==> src/rtl/seg_scan_pkg.sv <==
// Shared types and constants for the seven-segment scan controller.
package seg_scan_pkg;

    typedef enum logic [1:0] {
        IDLE,
        BLANK,
        DRIVE
    } scan_state_e;

    localparam logic [6:0] SEG_OFF = 7'b1111111;

    // Active-low segment patterns, bit 6 = a ... bit 0 = g, indexed by nibble.
    localparam logic [6:0] HEX7_TABLE [16] = '{
        7'b0000001, 7'b1001111, 7'b0010010, 7'b0000110,
        7'b1001100, 7'b0100100, 7'b0100000, 7'b0001111,
        7'b0000000, 7'b0000100, 7'b0001000, 7'b1100000,
        7'b0110001, 7'b1000010, 7'b0110000, 7'b0111000
    };

    function automatic int unsigned max_u(input int unsigned a, input int unsigned b);
        return (a > b) ? a : b;
    endfunction

endpackage

==> src/rtl/hex7_lut.sv <==
// Combinational nibble to active-low seven-segment lookup.
module hex7_lut
    import seg_scan_pkg::*;
(
    input  logic [3:0] nib_i,
    output logic [6:0] seg_o
);

    always_comb begin
        seg_o = HEX7_TABLE[nib_i];
    end

endmodule

==> src/rtl/seg_scan_ctrl.sv <==
// Multiplexed seven-segment scan controller with double-buffered hex load.
// Optional leading-zero blanking is compiled in with `define SEG_SCAN_LZB_EN.
module seg_scan_ctrl
    import seg_scan_pkg::*;
#(
    parameter int unsigned NUM_DIGITS   = 8,
    parameter int unsigned TICK_DIV     = 100000,
    parameter int unsigned BLANK_CYCLES = 16
) (
    input  logic                      clk,
    input  logic                      rst_n,
    input  logic                      enable,
    input  logic                      load_valid,
    output logic                      load_ready,
    input  logic [4*NUM_DIGITS-1:0]   load_data,
    input  logic [NUM_DIGITS-1:0]     dp_mask,
    output logic [NUM_DIGITS-1:0]     an,
    output logic [6:0]                seg,
    output logic                      dp,
    output logic                      frame_done
);

    localparam int unsigned CNT_W = $clog2(max_u(TICK_DIV, BLANK_CYCLES));
    localparam int unsigned IDX_W = $clog2(NUM_DIGITS);
    localparam logic [CNT_W-1:0] BLANK_LAST = CNT_W'(BLANK_CYCLES - 1);
    localparam logic [CNT_W-1:0] TICK_LAST  = CNT_W'(TICK_DIV - 1);
    localparam logic [IDX_W-1:0] IDX_LAST   = IDX_W'(NUM_DIGITS - 1);

    scan_state_e state_q, state_d;
    logic [IDX_W-1:0]        idx_q, idx_d;
    logic [CNT_W-1:0]        cnt_q, cnt_d;
    logic [4*NUM_DIGITS-1:0] shadow_q, shadow_d;
    logic [4*NUM_DIGITS-1:0] pend_q, pend_d;
    logic [NUM_DIGITS-1:0]   dp_shadow_q, dp_shadow_d;
    logic [NUM_DIGITS-1:0]   dp_pend_q, dp_pend_d;
    logic                    pend_full_q, pend_full_d;
    logic [NUM_DIGITS-1:0]   an_q, an_d;
    logic [6:0]              seg_q, seg_d;
    logic                    dp_q, dp_d;
    logic                    frame_done_q, frame_done_d;

    logic                    boundary;
    logic                    xfer;
    logic                    copy;
    logic [3:0]              cur_nib;
    logic [6:0]              cur_seg;
    logic [NUM_DIGITS-1:0]   lz_blank;

    always_comb begin
        state_d      = state_q;
        idx_d        = idx_q;
        cnt_d        = cnt_q;
        boundary     = 1'b0;
        frame_done_d = 1'b0;
        if (!enable) begin
            state_d = IDLE;
            idx_d   = '0;
            cnt_d   = '0;
        end else begin
            case (state_q)
                IDLE: begin
                    state_d = BLANK;
                    idx_d   = '0;
                    cnt_d   = '0;
                end
                BLANK: begin
                    if (cnt_q == BLANK_LAST) begin
                        state_d = DRIVE;
                        cnt_d   = '0;
                    end else begin
                        cnt_d = cnt_q + CNT_W'(1);
                    end
                end
                DRIVE: begin
                    if (cnt_q == TICK_LAST) begin
                        state_d = BLANK;
                        cnt_d   = '0;
                        if (idx_q == IDX_LAST) begin
                            idx_d        = '0;
                            boundary     = 1'b1;
                            frame_done_d = 1'b1;
                        end else begin
                            idx_d = idx_q + IDX_W'(1);
                        end
                    end else begin
                        cnt_d = cnt_q + CNT_W'(1);
                    end
                end
                default: begin
                    state_d = IDLE;
                    idx_d   = '0;
                    cnt_d   = '0;
                end
            endcase
        end
    end

    // Handshake and copy are mutually exclusive: one needs pending empty, the other full.
    always_comb begin
        xfer        = load_valid && !pend_full_q;
        copy        = pend_full_q && ((state_q == IDLE) || boundary);
        pend_d      = xfer ? load_data : pend_q;
        dp_pend_d   = xfer ? dp_mask : dp_pend_q;
        shadow_d    = copy ? pend_q : shadow_q;
        dp_shadow_d = copy ? dp_pend_q : dp_shadow_q;
        pend_full_d = pend_full_q;
        if (xfer) begin
            pend_full_d = 1'b1;
        end else if (copy) begin
            pend_full_d = 1'b0;
        end
    end

`ifdef SEG_SCAN_LZB_EN
    always_comb begin
        logic run;
        lz_blank = '0;
        run      = 1'b1;
        for (int unsigned k = 0; k < NUM_DIGITS; k++) begin
            run = run && (shadow_q[4*(NUM_DIGITS-1-k) +: 4] == 4'h0);
            if (k != NUM_DIGITS - 1) begin
                lz_blank[NUM_DIGITS-1-k] = run;
            end
        end
    end
`else
    assign lz_blank = '0;
`endif

    // Shadow never changes on an edge that enters DRIVE, so shadow_q is valid here.
    assign cur_nib = shadow_q[{idx_d, 2'b00} +: 4];

    hex7_lut u_hex7_lut (
        .nib_i (cur_nib),
        .seg_o (cur_seg)
    );

    always_comb begin
        an_d  = '1;
        seg_d = SEG_OFF;
        dp_d  = 1'b1;
        if (state_d == DRIVE) begin
            an_d[idx_d] = lz_blank[idx_d];
            seg_d       = cur_seg;
            dp_d        = !dp_shadow_q[idx_d];
        end
    end

    always_ff @(posedge clk or negedge rst_n) begin
        if (!rst_n) begin
            state_q      <= IDLE;
            idx_q        <= '0;
            cnt_q        <= '0;
            shadow_q     <= '0;
            pend_q       <= '0;
            dp_shadow_q  <= '0;
            dp_pend_q    <= '0;
            pend_full_q  <= 1'b0;
            an_q         <= '1;
            seg_q        <= SEG_OFF;
            dp_q         <= 1'b1;
            frame_done_q <= 1'b0;
        end else begin
            state_q      <= state_d;
            idx_q        <= idx_d;
            cnt_q        <= cnt_d;
            shadow_q     <= shadow_d;
            pend_q       <= pend_d;
            dp_shadow_q  <= dp_shadow_d;
            dp_pend_q    <= dp_pend_d;
            pend_full_q  <= pend_full_d;
            an_q         <= an_d;
            seg_q        <= seg_d;
            dp_q         <= dp_d;
            frame_done_q <= frame_done_d;
        end
    end

    assign an         = an_q;
    assign seg        = seg_q;
    assign dp         = dp_q;
    assign frame_done = frame_done_q;
    assign load_ready = !pend_full_q;

endmodule
==> config.mk <==
export PLATFORM = sky130hd
export DESIGN_NAME = seg_scan_ctrl
export DESIGN_NICKNAME = d
export VERILOG_FILES = /design/src/rtl/seg_scan_pkg.sv /design/src/rtl/hex7_lut.sv /design/src/rtl/seg_scan_ctrl.sv
export SDC_FILE = /design/constraint.sdc
export NUM_CORES = 1
export LEC_CHECK = 0
export CELL_PAD_IN_SITES_DETAIL_PLACEMENT = 1
export CELL_PAD_IN_SITES_GLOBAL_PLACEMENT = 2
export CORE_UTILIZATION = 39
export CTS_BUF_LIST = sky130_fd_sc_hd__clkbuf_16
export DETAILED_ROUTE_END_ITERATION = 7
export GPL_TIMING_DRIVEN = 0
export MAX_ROUTING_LAYER = met4
export PLACE_DENSITY_LB_ADDON = 0.1
export SYNTH_ARGS = -nofsm -noshare
export SYNTH_HDL_FRONTEND = slang
export SYNTH_HIERARCHICAL = 1
export SYNTH_SLANG_ARGS = --single-unit
==> constraint.sdc <==
create_clock -name clk -period 7.11 [get_ports clk]
set_clock_uncertainty 0.05 [all_clocks]
set_input_delay 0.711 -clock clk [delete_from_list [all_inputs] [get_ports clk]]
set_output_delay 0.711 -clock clk [all_outputs]
set_load 0.02 [all_outputs]
==> results list <==
- The flow ran to the end, and the final reports show no timing, DRC or antenna violations.
- Filler instances: 1,402
* Post-route clock period utilization: 64.69%
- The total area inside the core boundary comes to 0.01340 sq mm.
- Portion of synthesized cell area occupied by the leading cell type: 47.84%
* Termination of the worst setup path: seg[3]
- Of all nets on the critical path, the largest fanout is 10.
* Worst hold slack: 187.4 ps
* Total number of yosys warnings: 6
- The worst setup path is captured at a flip-flop.
- The average instance in the mapped netlist occupies 12.54 sq um.
- Fraction of registers with async set or reset after synthesis: 100.0%
* Total number of nets in the final design: 573
- Type of the most critical hold path: input port to async pin
- Of the synthesized area, sequential elements account for 55.57%.
- Power Dens Cells: 345.7 mW/mm^2
* Total via count in the routed design: 3,622
- Synthesized net count: 492
* Number of synthesized flops with an enable pin: 0
* Cts bufs inserted: 17
- Detailed placement ended at an HPWL of 8746 um.
- For this block, the initial DRC count from the detailed router was 154.
- The slowest stage of the critical path is the sky130_fd_sc_hd__a311oi_4 cell.
- The first global-routing pass estimated 20,590 um of wire.
- In the global route stage, overall resource usage came out at 19.63%.
* Clk sinks: 120
* Clock latency at the later pin of the worst-skew pair: 420 ps
- Endpoint of the most critical register-to-register path: seg[3]
- Area of the multi-input gates: 0.002293 sq mm
- Among all flip-flop cells after synthesis, the most frequent one is sky130_fd_sc_hd__dfrtp_1.
- Placement-stage worst setup slack: 2541 ps
* Global route total overflow: 0
* Via count of the first global-routing pass: 3,899
* Setup slack of the worst register-to-register path: 2510 ps
* Remaining design rule violation count: 0
- Number of setup buffers added after CTS: 0
* Sequential Area: 0.003023 sq mm
* Nature of the critical path startpoint: flip-flop
- CTS placed an instance of sky130_fd_sc_hd__clkbuf_16 at the clock tree root.
- Main area contributors after synthesis: sky130_fd_sc_hd__dfrtp_1 48%, sky130_fd_sc_hd__mux2_2 17%, sky130_fd_sc_hd__dfstp_2 7.7%, sky130_fd_sc_hd__ha_1 3.2%, sky130_fd_sc_hd__mux2i_1 2.8%
- After layout, the minimum clock period comes to 4599 ps.
- The largest single stage delay on the critical path is 530 ps.
* Leakage power: 2.903 nW
- Final setup vio count: 0
* Hold-fix buffers, CTS: 0
- Entering global routing, the biggest net connects 69 pins.
- Ports placed on the boundary: 62
- Routability-driven placement finished with a final weighted congestion of 0.8118.
- Number of max-cap violations: 0
- Transition time of the tightest slew-check pin: 701.9 ps
- During placement, the flow inserted port buffers numbering 61.
- In the post-route analysis, the smallest setup slack over all paths is 2511 ps.
* Number of slew-limit violations in the final report: 0
- Setup total negative slack on the finished layout was measured at 0 ps.
- The number of antenna violations at the first check in global routing is 0.
- The die covers 0.01443 sq mm.
* CTS Buffer Depth: 2
* Worst relative slew slack: 53.04%
* Die Span X: 120.1 um
- Counting cells, the worst reg-to-reg path comes to 15.
- FP Rows: 42
* Starting density of the core: 40.60%
* Clock tree from TritonCTS: yes
- Dividing the detail-routed via count by the number of cells gives 5.145.
- The synthesized design contains 120 register bits.
- For this run, the detailed router's first-pass iteration total came to 5.
- The count of nets left with antenna violations once routing finished came out at 0.
- Die height: 120.1 um
- Yosys cell types: 51
- Tracing the worst setup path back leads to its startpoint at cnt_q[0].
* Number of instances in the synthesized netlist: 434
* Setup CP Type: flip-flop to flip-flop
* IR drop worst, VDD: 0.1823 mV
* Final Hold Fails: 0
* Final routed wire length divided by cell count: 17.34 um
* Share of cells above drive strength 1: 25.95%
* Combined area of all synthesized cells: 0.005440 sq mm
- Unrepaired setup endpoints after global routing: no
* Cell-by-cell trace of the critical path: ha_1 -> and3_2 -> nand3_2 -> o311a_1 -> a311oi_4 -> buf_2 -> mux2i_1 -> o22ai_1 -> a21oi_1 -> o21ai_1 -> inv_1 -> ha_1 -> inv_1 -> mux4_1 -> nand2b_1
- Worst r2r src: cnt_q[0]
* Clock input transition at the sequential cells of the worst setup and hold paths: 60 ps
- Resized cells post-CTS: 0
* Final Instance Count excl. Fillers: 704
- Critical path data required time: 7390 ps
* Library cell with the largest summed area after synthesis: sky130_fd_sc_hd__dfrtp_1
- Measured on the finished design, the core utilization comes to 51.56%.
- Synth-to-layout area growth: 27.00%
- Data arrives at the worst endpoint at 4880 ps.
* Wire length reported by the detailed router: 12,210 um
- Count of antenna diodes in the layout: 0
* Instance count after placement with tap cells included: 672
- Static timing analysis puts the maximum clock frequency at 217.4 MHz.
* H-Tree Level Count: 4
[cells by family (layout without fill, tap and decap cells)]
| logic type | after synthesis | in the layout | share of synthesized area, % |
|---|---|---|---|
| multiplexers | 97 | 97 | 20.01 |
| adder cells (fa/ha/maj) | 14 | 14 | 3.220 |
| buffers and inverters | 30 | 124 | 2.277 |
| XOR/XNOR | 13 | 13 | 2.093 |
| AND/OR/NAND/NOR | 117 | 117 | 11.29 |
| AO/OA/AOI/OAI | 43 | 43 | 5.543 |
| flip-flops | 120 | 120 | 55.57 |
[how the worst min path moves through the flow]
stage,from,end,slack [ps],depth (start not counted)
CTS,rst_n,cnt_q[11],200,1
finish,rst_n,cnt_q[11],190,1
detailed placement,shadow_q[8],shadow_q[8],440,1
global route,rst_n,cnt_q[11],230,1
floorplan,rst_n,cnt_q[0],370,0
global placement,cnt_q[0],cnt_q[0],430,1
[through the flow]
step	area (sq um)	power [mW]
floorplan	5440	1.346
global placement	6271	1.489
detailed placement	6300	1.521
CTS	6909	2.425
global route	6909	2.519
finish	6909	2.388
[state kept, by name, indices dropped and copies added, names as in the netlist]
name	cells
pend_q	32
cnt_q	17
frame_done	1
idx_q	3
shadow_q	32
an	8
seg	7
dp	1
dp_pend_q	8
state_q	2
pend_full_q	1
dp_shadow_q	8
[placed cells by master, fill, tap and decap left out, types with 3 or more instances in the layout]
master and n:
sky130_fd_sc_hd__nor3_1 5, sky130_fd_sc_hd__dfstp_2 16, sky130_fd_sc_hd__nand2_1 21, sky130_fd_sc_hd__bufinv_16 4, sky130_fd_sc_hd__and3_1 8, sky130_fd_sc_hd__xnor2_1 6
sky130_fd_sc_hd__dfrtp_1 104, sky130_fd_sc_hd__clkinvlp_4 3, sky130_fd_sc_hd__xor2_1 7, sky130_fd_sc_hd__ha_1 14, sky130_fd_sc_hd__and2_1 5, sky130_fd_sc_hd__nor2b_1 3
sky130_fd_sc_hd__o21ai_0 10, sky130_fd_sc_hd__or3_1 6, sky130_fd_sc_hd__mux2_2 81, sky130_fd_sc_hd__nand2b_1 10, sky130_fd_sc_hd__nor2_1 27, sky130_fd_sc_hd__clkdlybuf4s50_1 60
sky130_fd_sc_hd__clkinv_1 4, sky130_fd_sc_hd__a22oi_1 3, sky130_fd_sc_hd__inv_1 12, sky130_fd_sc_hd__nand4_1 4, sky130_fd_sc_hd__buf_2 3, sky130_fd_sc_hd__a32o_1 3
sky130_fd_sc_hd__clkbuf_1 14, sky130_fd_sc_hd__mux2i_1 15, sky130_fd_sc_hd__a21oi_1 10, sky130_fd_sc_hd__nand3_1 15, sky130_fd_sc_hd__clkbuf_16 17
[routing by layer]
metal  vias to the layer above  global-route usage (%)  share of wire (%)
met5                         -                       -                  0
met4                         0                   7.734                1.5
met3                        15                   4.848                3.5
met2                        65                   30.03                 48
met1                      1841                   25.03                 47
li1                       1701                       -                  -
[layout make-up]
| cell class | count | area share (%) |
|---|---|---|
| Tap cell | 176 | 3.187 |
| Clock inverter | 15 | 2.662 |
| Sequential cell | 120 | 43.75 |
| Timing Repair Buffer | 62 | 9.254 |
| Multi-Input combinational cell | 284 | 33.19 |
| Buffer | 18 | 1.141 |
| Clock buffer | 17 | 6.157 |
| Inverter | 12 | 0.6519 |
[synth_stat cells (8+ instances only)]
library cell,n
sky130_fd_sc_hd__dfrtp_1,104
sky130_fd_sc_hd__mux2_2,81
sky130_fd_sc_hd__nor2_1,27
sky130_fd_sc_hd__nand2_1,21
sky130_fd_sc_hd__dfstp_2,16
sky130_fd_sc_hd__mux2i_1,15
sky130_fd_sc_hd__nand3_1,15
sky130_fd_sc_hd__clkbuf_1,14
sky130_fd_sc_hd__ha_1,14
sky130_fd_sc_hd__inv_1,11
sky130_fd_sc_hd__a21oi_1,10
sky130_fd_sc_hd__nand2b_1,10
sky130_fd_sc_hd__o21ai_0,10
sky130_fd_sc_hd__and3_1,8
[critical path, delay by kind of cell, from the launching register on]
family,cells,cell delay (ps)
buffers and inverters,3,670
AND/OR/NAND/NOR,3,520
adder cells (fa/ha/maj),2,580
flip-flops,1,390
AO/OA/AOI/OAI,5,1690
multiplexers,2,620
[report_power, final]
group	internal, mW	switching [mW]	total (mW)
registers	0.883	0.110	0.993
logic	0.294	0.216	0.510
clock network	0.580	0.306	0.885
Note: power is estimated with default switching activity, not from simulation.
